File: config.mk
export PLATFORM = sky130hd
export DESIGN_NAME = nios_system_onchip_memory_arbiter
export DESIGN_NICKNAME = d
export VERILOG_FILES = /design/src/rtl/nios_system_pkg.sv /design/src/rtl/nios_system_rr_arbiter2.sv /design/src/rtl/nios_system_onchip_memory_arbiter.sv
export SDC_FILE = /design/constraint.sdc
export NUM_CORES = 1
export LEC_CHECK = 0
export ABC_CLOCK_PERIOD_IN_PS = 5500
export CORE_AREA = 2 2 102 104
export CTS_BUF_LIST = sky130_fd_sc_hd__clkbuf_8
export DETAILED_ROUTE_END_ITERATION = 8
export DIE_AREA = 0 0 104 106
export GPL_TIMING_DRIVEN = 1
export PLACE_DENSITY = 0.68
export SYNTH_ARGS = -nofsm -noshare
export SYNTH_HDL_FRONTEND = slang
export SYNTH_SLANG_ARGS = --single-unit
File: constraint.sdc
create_clock -name clk -period 5.5 [get_ports clk]
set_clock_uncertainty 0.05 [all_clocks]
set_input_delay 1.1 -clock clk [delete_from_list [all_inputs] [get_ports clk]]
set_output_delay 1.1 -clock clk [all_outputs]
set_load 0.005 [all_outputs]
File: src/rtl/nios_system_pkg.sv
// Shared types and default widths for the Nios system on-chip memory share.
package nios_system_pkg;

  localparam int DEFAULT_ADDR_W = 11;
  localparam int DEFAULT_DATA_W = 32;

  typedef enum logic {
    M0 = 1'b0,
    M1 = 1'b1
  } master_id_t;

  // One slot of the read-return pipeline: which master owns the returning word.
  typedef struct packed {
    logic       valid;
    master_id_t id;
  } read_tag_t;

endpackage

File: src/rtl/nios_system_rr_arbiter2.sv
// Two-requester round-robin arbiter: combinational grant, registered last-winner.
module nios_system_rr_arbiter2
  import nios_system_pkg::*;
(
  input  logic clk,
  input  logic reset,
  input  logic req0_i,
  input  logic req1_i,
  output logic gnt0_o,
  output logic gnt1_o
);

  master_id_t last_q, last_d;

  // Grant: a lone requester wins; on a tie the master that did not win last time wins.
  always_comb begin
    gnt0_o = ~reset & req0_i & (~req1_i | (last_q == M1));
    gnt1_o = ~reset & req1_i & (~req0_i | (last_q == M0));
    last_d = last_q;
    if (gnt0_o)      last_d = M0;
    else if (gnt1_o) last_d = M1;
  end

  // Last-winner pointer; reset to M1 so M0 takes the first tie.
  always_ff @(posedge clk) begin
    // NOTE: non-blocking assignment keeps every register sampling pre-edge values.
    if (reset) last_q <= M1;
    else       last_q <= last_d;
  end

endmodule

File: src/rtl/nios_system_onchip_memory_arbiter.sv
// Shares a single-port on-chip memory between two Avalon-MM masters with
// round-robin arbitration, per-master read-valid return and a contention counter.
module nios_system_onchip_memory_arbiter
  import nios_system_pkg::*;
#(
  parameter int ADDR_W       = DEFAULT_ADDR_W,
  parameter int DATA_W       = DEFAULT_DATA_W,
  parameter int READ_LATENCY = 1,
  parameter int CNT_W        = 16
) (
  input  logic                clk,
  input  logic                reset,

  input  logic [ADDR_W-1:0]   m0_address,
  input  logic [DATA_W/8-1:0] m0_byteenable,
  input  logic                m0_read,
  input  logic                m0_write,
  input  logic [DATA_W-1:0]   m0_writedata,
  output logic                m0_waitrequest,
  output logic [DATA_W-1:0]   m0_readdata,
  output logic                m0_readdatavalid,

  input  logic [ADDR_W-1:0]   m1_address,
  input  logic [DATA_W/8-1:0] m1_byteenable,
  input  logic                m1_read,
  input  logic                m1_write,
  input  logic [DATA_W-1:0]   m1_writedata,
  output logic                m1_waitrequest,
  output logic [DATA_W-1:0]   m1_readdata,
  output logic                m1_readdatavalid,

  output logic [ADDR_W-1:0]   mem_address,
  output logic [DATA_W/8-1:0] mem_byteenable,
  output logic [DATA_W-1:0]   mem_writedata,
  output logic                mem_chipselect,
  output logic                mem_write,
  output logic                mem_clken,
  input  logic [DATA_W-1:0]   mem_readdata,

  output logic [CNT_W-1:0]    contention_count
);

  logic m0_req, m1_req;
  logic gnt0, gnt1;
  logic accept_write, accept_read;

  read_tag_t tag_in;
  read_tag_t tag_q [READ_LATENCY];
  read_tag_t tag_tail;

  logic [CNT_W-1:0] cnt_q, cnt_d;

  assign m0_req = m0_read | m0_write;
  assign m1_req = m1_read | m1_write;

  nios_system_rr_arbiter2 u_arb (
    .clk    (clk),
    .reset  (reset),
    .req0_i (m0_req),
    .req1_i (m1_req),
    .gnt0_o (gnt0),
    .gnt1_o (gnt1)
  );

  assign m0_waitrequest = reset | (m0_req & ~gnt0);
  assign m1_waitrequest = reset | (m1_req & ~gnt1);

  // Winner's command onto the memory port; master 0's fields sit there when idle.
  always_comb begin
    // NOTE: every output gets a default first so no path leaves it unassigned (no latch).
    accept_write   = 1'b0;
    mem_address    = m0_address;
    mem_byteenable = m0_byteenable;
    mem_writedata  = m0_writedata;
    if (gnt1) begin
      accept_write   = m1_write;
      mem_address    = m1_address;
      mem_byteenable = m1_byteenable;
      mem_writedata  = m1_writedata;
    end else if (gnt0) begin
      accept_write   = m0_write;
    end
  end

  assign mem_chipselect = gnt0 | gnt1;
  assign mem_write      = accept_write;
  assign mem_clken      = ~reset;
  assign accept_read    = mem_chipselect & ~accept_write;

  // Tag entering the return pipeline for a read accepted this cycle.
  always_comb begin
    tag_in.valid = accept_read;
    tag_in.id    = gnt1 ? M1 : M0;
  end

  // Return pipeline matching the memory's read latency; reset drops in-flight reads.
  always_ff @(posedge clk) begin
    if (reset) begin
      for (int i = 0; i < READ_LATENCY; i++) tag_q[i] <= '0;
    end else begin
      tag_q[0] <= tag_in;
      for (int i = 1; i < READ_LATENCY; i++) tag_q[i] <= tag_q[i-1];
    end
  end

  // A tag surfacing during reset belongs to a discarded read, so it is masked.
  assign tag_tail         = tag_q[READ_LATENCY-1];
  assign m0_readdatavalid = ~reset & tag_tail.valid & (tag_tail.id == M0);
  assign m1_readdatavalid = ~reset & tag_tail.valid & (tag_tail.id == M1);
  assign m0_readdata      = mem_readdata;
  assign m1_readdata      = mem_readdata;

  // Saturating count of cycles in which both masters request.
  always_comb begin
    cnt_d = cnt_q;
    if (m0_req && m1_req && (cnt_q != {CNT_W{1'b1}})) cnt_d = cnt_q + CNT_W'(1);
  end

  // Contention counter register.
  always_ff @(posedge clk) begin
    if (reset) cnt_q <= '0;
    else       cnt_q <= cnt_d;
  end

  assign contention_count = cnt_q;

endmodule

==> results of run 1 <==
## through the flow
stage / hold slack, ns / worst slack, ns / power, mW
CTS: 0.483 / 1.14 / 0.467
global placement: 0.459 / 1.16 / 0.365
floorplan: 0.439 / 2.01 / 0.244
global route: 0.525 / 1.03 / 0.484
finish: 0.477 / 1.13 / 0.459
detailed placement: 0.470 / 1.14 / 0.365
## synth_stat cells
cell type / instances / area [um2]
nor2_1: 6 / 22.5
inv_1: 4 / 15.0
or4_1: 9 / 67.6
a311oi_1: 1 / 8.76
nor4_2: 1 / 12.5
a21oi_1: 15 / 75.1
or4b_4: 1 / 13.8
buf_4: 64 / 480
ha_1: 1 / 12.5
and3_1: 1 / 6.26
buf_2: 4 / 20.0
nor3_1: 4 / 20.0
or4b_2: 1 / 10.0
nand3_1: 3 / 15.0
o22ai_1: 1 / 6.26
nand3b_1: 1 / 7.51
o41ai_1: 2 / 17.5
dfxtp_1: 19 / 380
o31ai_1: 8 / 60.1
clkbuf_1: 6 / 22.5
o21ai_0: 6 / 30.0
mux2_2: 48 / 541
nor2b_1: 3 / 18.8
o21a_1: 2 / 15.0
nor3b_1: 1 / 7.51
or2_2: 2 / 12.5
or3_1: 3 / 18.8
nand4_4: 1 / 21.3
and4_1: 1 / 8.76
nand2b_1: 1 / 6.26
nor4_1: 1 / 6.26
nand2_1: 8 / 30.0
o311ai_0: 1 / 8.76
nand4_1: 4 / 25.0
## kinds of logic after synthesis
kind of cell,share of synthesized area
compound gates,0.109
buf+inv,0.266
fa+ha+maj,0.00618
simple gates,0.163
flops,0.188
mux,0.267
## report_power, final
group	switching, mW	internal, mW	total, mW
logic	0.0649	0.151	0.216
clock network	0.0485	0.0504	0.0989
registers	0.00324	0.141	0.144
total	0.117	0.342	0.459
## final cells by class
type	count	share of cell area
clock inverters	1	0.00145
repair buffers	174	0.501
well taps	136	0.0493
inverters	4	0.00435
clock buffers	3	0.0120
multi-input cells	137	0.322
flip-flops and latches	19	0.110
## registers in the layout, summed over array words and instances (netlist names)
name              cells
tag_q                 2
contention_count     16
u_arb.last_q          1
## worst min path at each step
| stage | startpoint | end | slack, ns |
|---|---|---|---|
| global placement | contention_count[14]$_SDFFE_PP0P_ | contention_count[14]$_SDFFE_PP0P_ | 0.46 |
| finish | contention_count[3]$_SDFFE_PP0P_ | contention_count[3]$_SDFFE_PP0P_ | 0.48 |
| global route | contention_count[14]$_SDFFE_PP0P_ | contention_count[14]$_SDFFE_PP0P_ | 0.53 |
| CTS | contention_count[3]$_SDFFE_PP0P_ | contention_count[3]$_SDFFE_PP0P_ | 0.48 |
| detailed placement | contention_count[14]$_SDFFE_PP0P_ | contention_count[14]$_SDFFE_PP0P_ | 0.47 |
| floorplan | contention_count[3]$_SDFFE_PP0P_ | contention_count[3]$_SDFFE_PP0P_ | 0.44 |
## worst max-delay path, delay by kind of cell
family,cells,cell delay (ns)
muxes,1,0.39
and+or+nand+nor,3,0.44
buffers and inverters,3,1.28
## layer usage
layer,routed length (um),GRT usage,vias up,part of all wire
met1,3210,0.163,915,0.40
met2,4140,0.259,122,0.52
met3,635,0.0435,2,0.079
met5,0,0,-,0
li1,-,-,992,-
met4,13,0.00772,0,0.0016
==> PnR_summary.wiki, run 1 <==
{| class="wikitable"
! Metric !! Value
|-
| Outcome || completed
|-
| Initial antenna violation count || 0
|-
| Path type of the worst setup path || in -> out
|-
| Number of routed nets with antenna violations || 0
|-
| Worst setup path endpoint || mem_byteenable[0]
|-
| CP Launch Type || input pin
|-
| Crit path largest cell delay || 0.46 ns
|-
| Area overhead of the layout relative to synthesis || 70.6%
|-
| Die outline area || 0.0110 mm2
|-
| Total number of clock tree sinks || 19
|-
| Quantity of hold-fixing buffers added after cts || 0
|-
| DRC violation count after routing || 0
|-
| Dpl cell area || 0.00340 mm2
|-
| Post-synthesis instance area || roughly 0.002 mm2
|-
| CTS clock-pin slew for the worst setup and hold paths || 0.08 ns
|-
| Number of antenna cells inserted || 0
|-
| Leakage power summed over all cells || 1.17 nW
|-
| Cts bufs inserted || 3
|-
| Initial standard-cell utilization of the core || 0.202
|-
| Total of endpoints with negative setup slack in the final report || 0
|-
| Number of input and output port buffers inserted || 169
|-
| Reg2reg path depth || 4
|-
| Congestion Overflow GR || 0
|-
| Number of vias per cell || 4.28
|-
| Number of synthesized register bits || 19
|-
| HPWL after detailed placement || about 7000 um
|-
| Total via count in the routed design || about 2,000
|-
| Max-slew violation total from the final report || 0
|-
| Worst reg2reg path startpoint || contention_count[4]$_SDFFE_PP0P_
|-
| Post-Synthesis Mean Instance Area || 8.65 um2
|-
| Most common cell type on the critical path || clkdlybuf4s50_1
|-
| Final core utilization || 0.345
|-
| Filler Cells Inserted || 1,048
|-
| Critical path endpoint category || primary output
|-
| GR Util All Layers || 0.139
|-
| Max frequency || 229 MHz
|-
| CP Data Arrival Time || about 3.2 ns
|-
| Worst reg2reg setup slack || 3.53 ns
|-
| Worst slew margin || 0.736
|-
| Crit path max-delay cell type || clkdlybuf4s50_1
|-
| Area of the multi-input gates || 0.00111 mm2
|-
| Proportion of synthesized chip area in sequential cells || 0.188
|-
| Final period utilization || 0.794
|-
| Slew of the pin with the lowest slew margin || a little under 0.4 ns
|-
| Post-CTS Setup Bufs || 0
|-
| Leading cell types in the layout, fill and taps excluded || clkdlybuf4s50_1 (169), mux2_2 (48), dfxtp_1 (19), a21oi_1 (15), or4_1 (9)
|-
| Most common library cell in the layout ignoring fill and taps || clkdlybuf4s50_1
|-
| Final Cell Area || approximately 0.0035 mm2
|-
| Pre-antenna DRT Iters || 4
|-
| Pin count of the biggest net entering global routing || 29
|-
| Power density of the placed cells || 133 mW/mm2
|-
| Buffers from clock root to sink, at most || 2
|-
| Required @ worst endpoint || 4.35 ns
|-
| Area of the core || 0.0100 mm2
|-
| Clk Tree Root Cell || clkbuf_8
|-
| Ordered cell list for the critical path || clkdlybuf4s50_1 > nor2_1 > nor2b_1 > nor3_2 > buf_4 > mux2_2 > clkdlybuf4s50_1
|-
| Worst setup path start || m0_write
|-
| Routed Wire Length || ~8000 um
|-
| TritonCTS clock tree || done
|-
| Maximum VDD drop || 0.0992 mV
|-
| Share of post-route cells with drive strength above 1 || 0.189
|-
| Maximum fanout count along the critical path || 28
|-
| Horiz. Die Dim || 104 um
|-
| Total of cells resized after clock tree synthesis || 0
|-
| Insertion delay of the later-clocked pin in the worst-skew pair || about 0.26 ns
|-
| Vias in the first global route || 2,069
|-
| Std-Cell Rows || 37
|-
| CTS H-tree lvls || 1
|-
| Reg area || approximately 380 um2
|-
| Count of routing violations after the opening detailed-route iteration || 35
|-
| Number of synthesis warnings || 0
|-
| Number of cells in the finished layout apart from fillers || roughly 470
|-
| Wire length of the first global-routing pass || 11,900 um
|-
| Tightest Hold Check Type || reg -> reg
|-
| Fin nets || between 400 and 500
|-
| Die Span Y || 106 um
|-
| Number of instances in the placed design || 470
|-
| Unrepaired setup endpoints after global routing || false
|-
| Final sum of negative setup slack || 0 ns
|-
| Count of pins on the block boundary || roughly 270
|-
| Worst hold path stage count || 2
|-
| Final critical-path required period || 4.37 ns
|-
| Routed wirelength normalized by instance count || 16.9 um
|-
| Hold violation count in the final report || 0
|-
| Number of distinct standard cells referenced by the synthesized netlist || 34
|-
| Synthesized netlist cell count || 234
|-
| Critical register-to-register path endpoint || contention_count[15]$_SDFFE_PP0P_
|-
| Final estimated routing congestion in global placement || around 0.9
|-
| Net count of the mapped netlist || roughly 370
|-
| Max capacitance violation total || 0
|}
(Power assumes the default switching activity.)
==> run 2, diff against run 1 <==
--- a/config.mk
+++ b/config.mk
@@ -5,13 +5,13 @@
 export SDC_FILE = /design/constraint.sdc
 export NUM_CORES = 1
 export LEC_CHECK = 0
-export ABC_CLOCK_PERIOD_IN_PS = 5500
-export CORE_AREA = 2 2 102 104
+export ABC_CLOCK_PERIOD_IN_PS = 3800
+export CORE_AREA = 2 2 103 105
 export CTS_BUF_LIST = sky130_fd_sc_hd__clkbuf_8
 export DETAILED_ROUTE_END_ITERATION = 8
-export DIE_AREA = 0 0 104 106
+export DIE_AREA = 0 0 105 107
 export GPL_TIMING_DRIVEN = 1
-export PLACE_DENSITY = 0.68
+export PLACE_DENSITY = 0.69
 export SYNTH_ARGS = -nofsm -noshare
 export SYNTH_HDL_FRONTEND = slang
 export SYNTH_SLANG_ARGS = --single-unit
==> constraint.sdc (replaced) <==
create_clock -name clk -period 3.8 [get_ports clk]
set_clock_uncertainty 0.05 [all_clocks]
set_input_delay 0.76 -clock clk [delete_from_list [all_inputs] [get_ports clk]]
set_output_delay 0.76 -clock clk [all_outputs]
set_load 0.005 [all_outputs]
==> PnR_summary.wiki, run 2 (synthesis results as in run 1) <==
{| class="wikitable"
! Metric !! Value
|-
| Slew of the pin with the lowest slew margin || roughly 0.66 ns
|-
| Initial standard-cell utilization of the core || 0.200
|-
| Filler Cells Inserted || 1,067
|-
| Worst setup path start || m0_write
|-
| Cts bufs inserted || 3
|-
| Hold violation count in the final report || 0
|-
| GR Util All Layers || 0.140
|-
| Critical path endpoint category || primary output
|-
| CP Launch Type || input pin
|-
| Area of the core || 0.0101 mm2
|-
| TritonCTS clock tree || done
|-
| Total of endpoints with negative setup slack in the final report || 0
|-
| Area of the multi-input gates || ~0.0011 mm2
|-
| DRC violation count after routing || 0
|-
| Vias in the first global route || 2,154
|-
| Critical register-to-register path endpoint || contention_count[2]$_SDFFE_PP0P_
|-
| CP Data Arrival Time || approximately 2.9 ns
|-
| Worst reg2reg path startpoint || contention_count[8]$_SDFFE_PP0P_
|-
| Die Span Y || around 110 um
|-
| Wire length of the first global-routing pass || between 10,000 and 15,000 um
|-
| Count of pins on the block boundary || 266
|-
| Congestion Overflow GR || 0
|-
| Max FFs per register || 16
|-
| Final period utilization || 0.968
|-
| Worst reg2reg setup slack || 1.81 ns
|-
| Maximum fanout count along the critical path || 10
|-
| Reg area || approximately 380 um2
|-
| Count of routing violations after the opening detailed-route iteration || between 70 and 80
|-
| Total via count in the routed design || 2,089
|-
| Number of vias per cell || 4.39
|-
| Max-slew violation total from the final report || 0
|-
| Worst slew margin || 0.555
|-
| CTS clock-pin slew for the worst setup and hold paths || roughly 0.070 ns
|-
| Unrepaired setup endpoints after global routing || false
|-
| Max frequency || ~270 MHz
|-
| Horiz. Die Dim || around 110 um
|-
| Share of post-route cells with drive strength above 1 || 0.194
|-
| Number of input and output port buffers inserted || roughly 170
|-
| Clk Tree Root Cell || clkbuf_8
|-
| Initial antenna violation count || 0
|-
| Max capacitance violation total || 0
|-
| Final critical-path required period || 3.68 ns
|-
| Final estimated routing congestion in global placement || roughly 0.83
|-
| Tightest Hold Check Type || reg -> reg
|-
| Die outline area || 0.0112 mm2
|-
| Number of antenna cells inserted || 0
|-
| Leakage power summed over all cells || 1.18 nW
|-
| Required @ worst endpoint || roughly 3.0 ns
|-
| HPWL after detailed placement || approximately 7200 um
|-
| Worst hold slack || 0.477 ns
|-
| Outcome || completed
|-
| Final sum of negative setup slack || 0 ns
|-
| Routed wirelength normalized by instance count || 17.3 um
|-
| Insertion delay of the later-clocked pin in the worst-skew pair || between 0.2 and 0.3 ns
|-
| Pin count of the biggest net entering global routing || 29
|-
| Fin nets || 474
|-
| CTS H-tree lvls || 1
|-
| Power density of the placed cells || 193 mW/mm2
|-
| Reg2reg path depth || 5
|-
| Worst setup path endpoint || mem_writedata[21]
|-
| Leading cell types in the layout, fill and taps excluded || clkdlybuf4s50_1 (169), mux2_2 (48), dfxtp_1 (19), a21oi_1 (15), or4_1 (9)
|-
| Area overhead of the layout relative to synthesis || 71.9%
|-
| Buffers from clock root to sink, at most || 2
|-
| Pre-antenna DRT Iters || 4
|-
| Std-Cell Rows || 37
|-
| Maximum VDD drop || 0.0963 mV
|-
| Most common library cell in the layout ignoring fill and taps || clkdlybuf4s50_1
|-
| Total of cells resized after clock tree synthesis || 0
|-
| Path type of the worst setup path || in -> out
|-
| Routed Wire Length || 8220 um
|-
| Total number of clock tree sinks || 19
|-
| Number of routed nets with antenna violations || 0
|}
run 2: changes by cell type in the layout (fill, tap and decap cells not counted), sizes merged:
cell / previous run / this run
buf: 5 / 7
run 2: per-stage QoR:
stage	cell area, um2	worst slack (ns)	power (mW)	instances	util
3_5_place_dp	3420	0.114	0.532	471	0.339
4_1_cts	3470	0.108	0.679	475	0.344
5_1_grt	3480	0.0378	0.709	476	0.345
3_3_place_gp	3420	0.124	0.532	471	0.339
6_report	3480	0.123	0.671	476	0.345
2_1_floorplan	2020	0.985	0.354	234	-
run 2: area by class of cell:
type / instances / area share
clock buffer: 3 / 0.0119
clock inverter: 1 / 0.00144
inverter: 4 / 0.00432
multi-input combinational: 137 / 0.319
sequential: 19 / 0.109
tap: 136 / 0.0489
timing repair buffer: 176 / 0.505
run 2: worst max-delay path, cell delays in order:
cell             delay [ns]
clkdlybuf4s50_1        0.45
nor2_1                 0.21
nor2b_1                0.10
nor3_2                 0.15
buf_4                  0.15
buf_4                  0.17
mux2_2                 0.41
clkdlybuf4s50_1        0.47
run 2: power by group:
group          internal, mW  switching (mW)  total [mW]
logic                 0.223          0.0964       0.319
clock network        0.0729          0.0708       0.144
registers             0.204         0.00472       0.208
total                 0.499           0.172       0.671
run 2: how the worst min path moves through the flow:
stage                                                 start                           endpoint  slack [ns]  cells past startpoint
after floorplan            contention_count[3]$_SDFFE_PP0P_   contention_count[3]$_SDFFE_PP0P_        0.44                      2
after global placement    contention_count[14]$_SDFFE_PP0P_  contention_count[14]$_SDFFE_PP0P_        0.46                      2
after detailed placement  contention_count[14]$_SDFFE_PP0P_  contention_count[14]$_SDFFE_PP0P_        0.46                      2
after CTS                 contention_count[15]$_SDFFE_PP0P_  contention_count[15]$_SDFFE_PP0P_        0.48                      2
after global routing       contention_count[7]$_SDFFE_PP0P_   contention_count[7]$_SDFFE_PP0P_        0.53                      2
final                      contention_count[3]$_SDFFE_PP0P_   contention_count[3]$_SDFFE_PP0P_        0.48                      2
run 2: what timing repair did:
item                                    CTS  global route
setup buffers                             0             1
endpoints found under the setup margin    0             3
hold buffers                              0             0
run 2: metal layers:
layer  up-vias  wire (um)  share of wire  global-route usage
met3        12       1260           0.15              0.0663
met5         -          0              0                   0
met4         0        103          0.013              0.0276
li1        996          -              -                   -
met1       933       3030           0.37               0.164
met2       148       3830           0.47               0.234
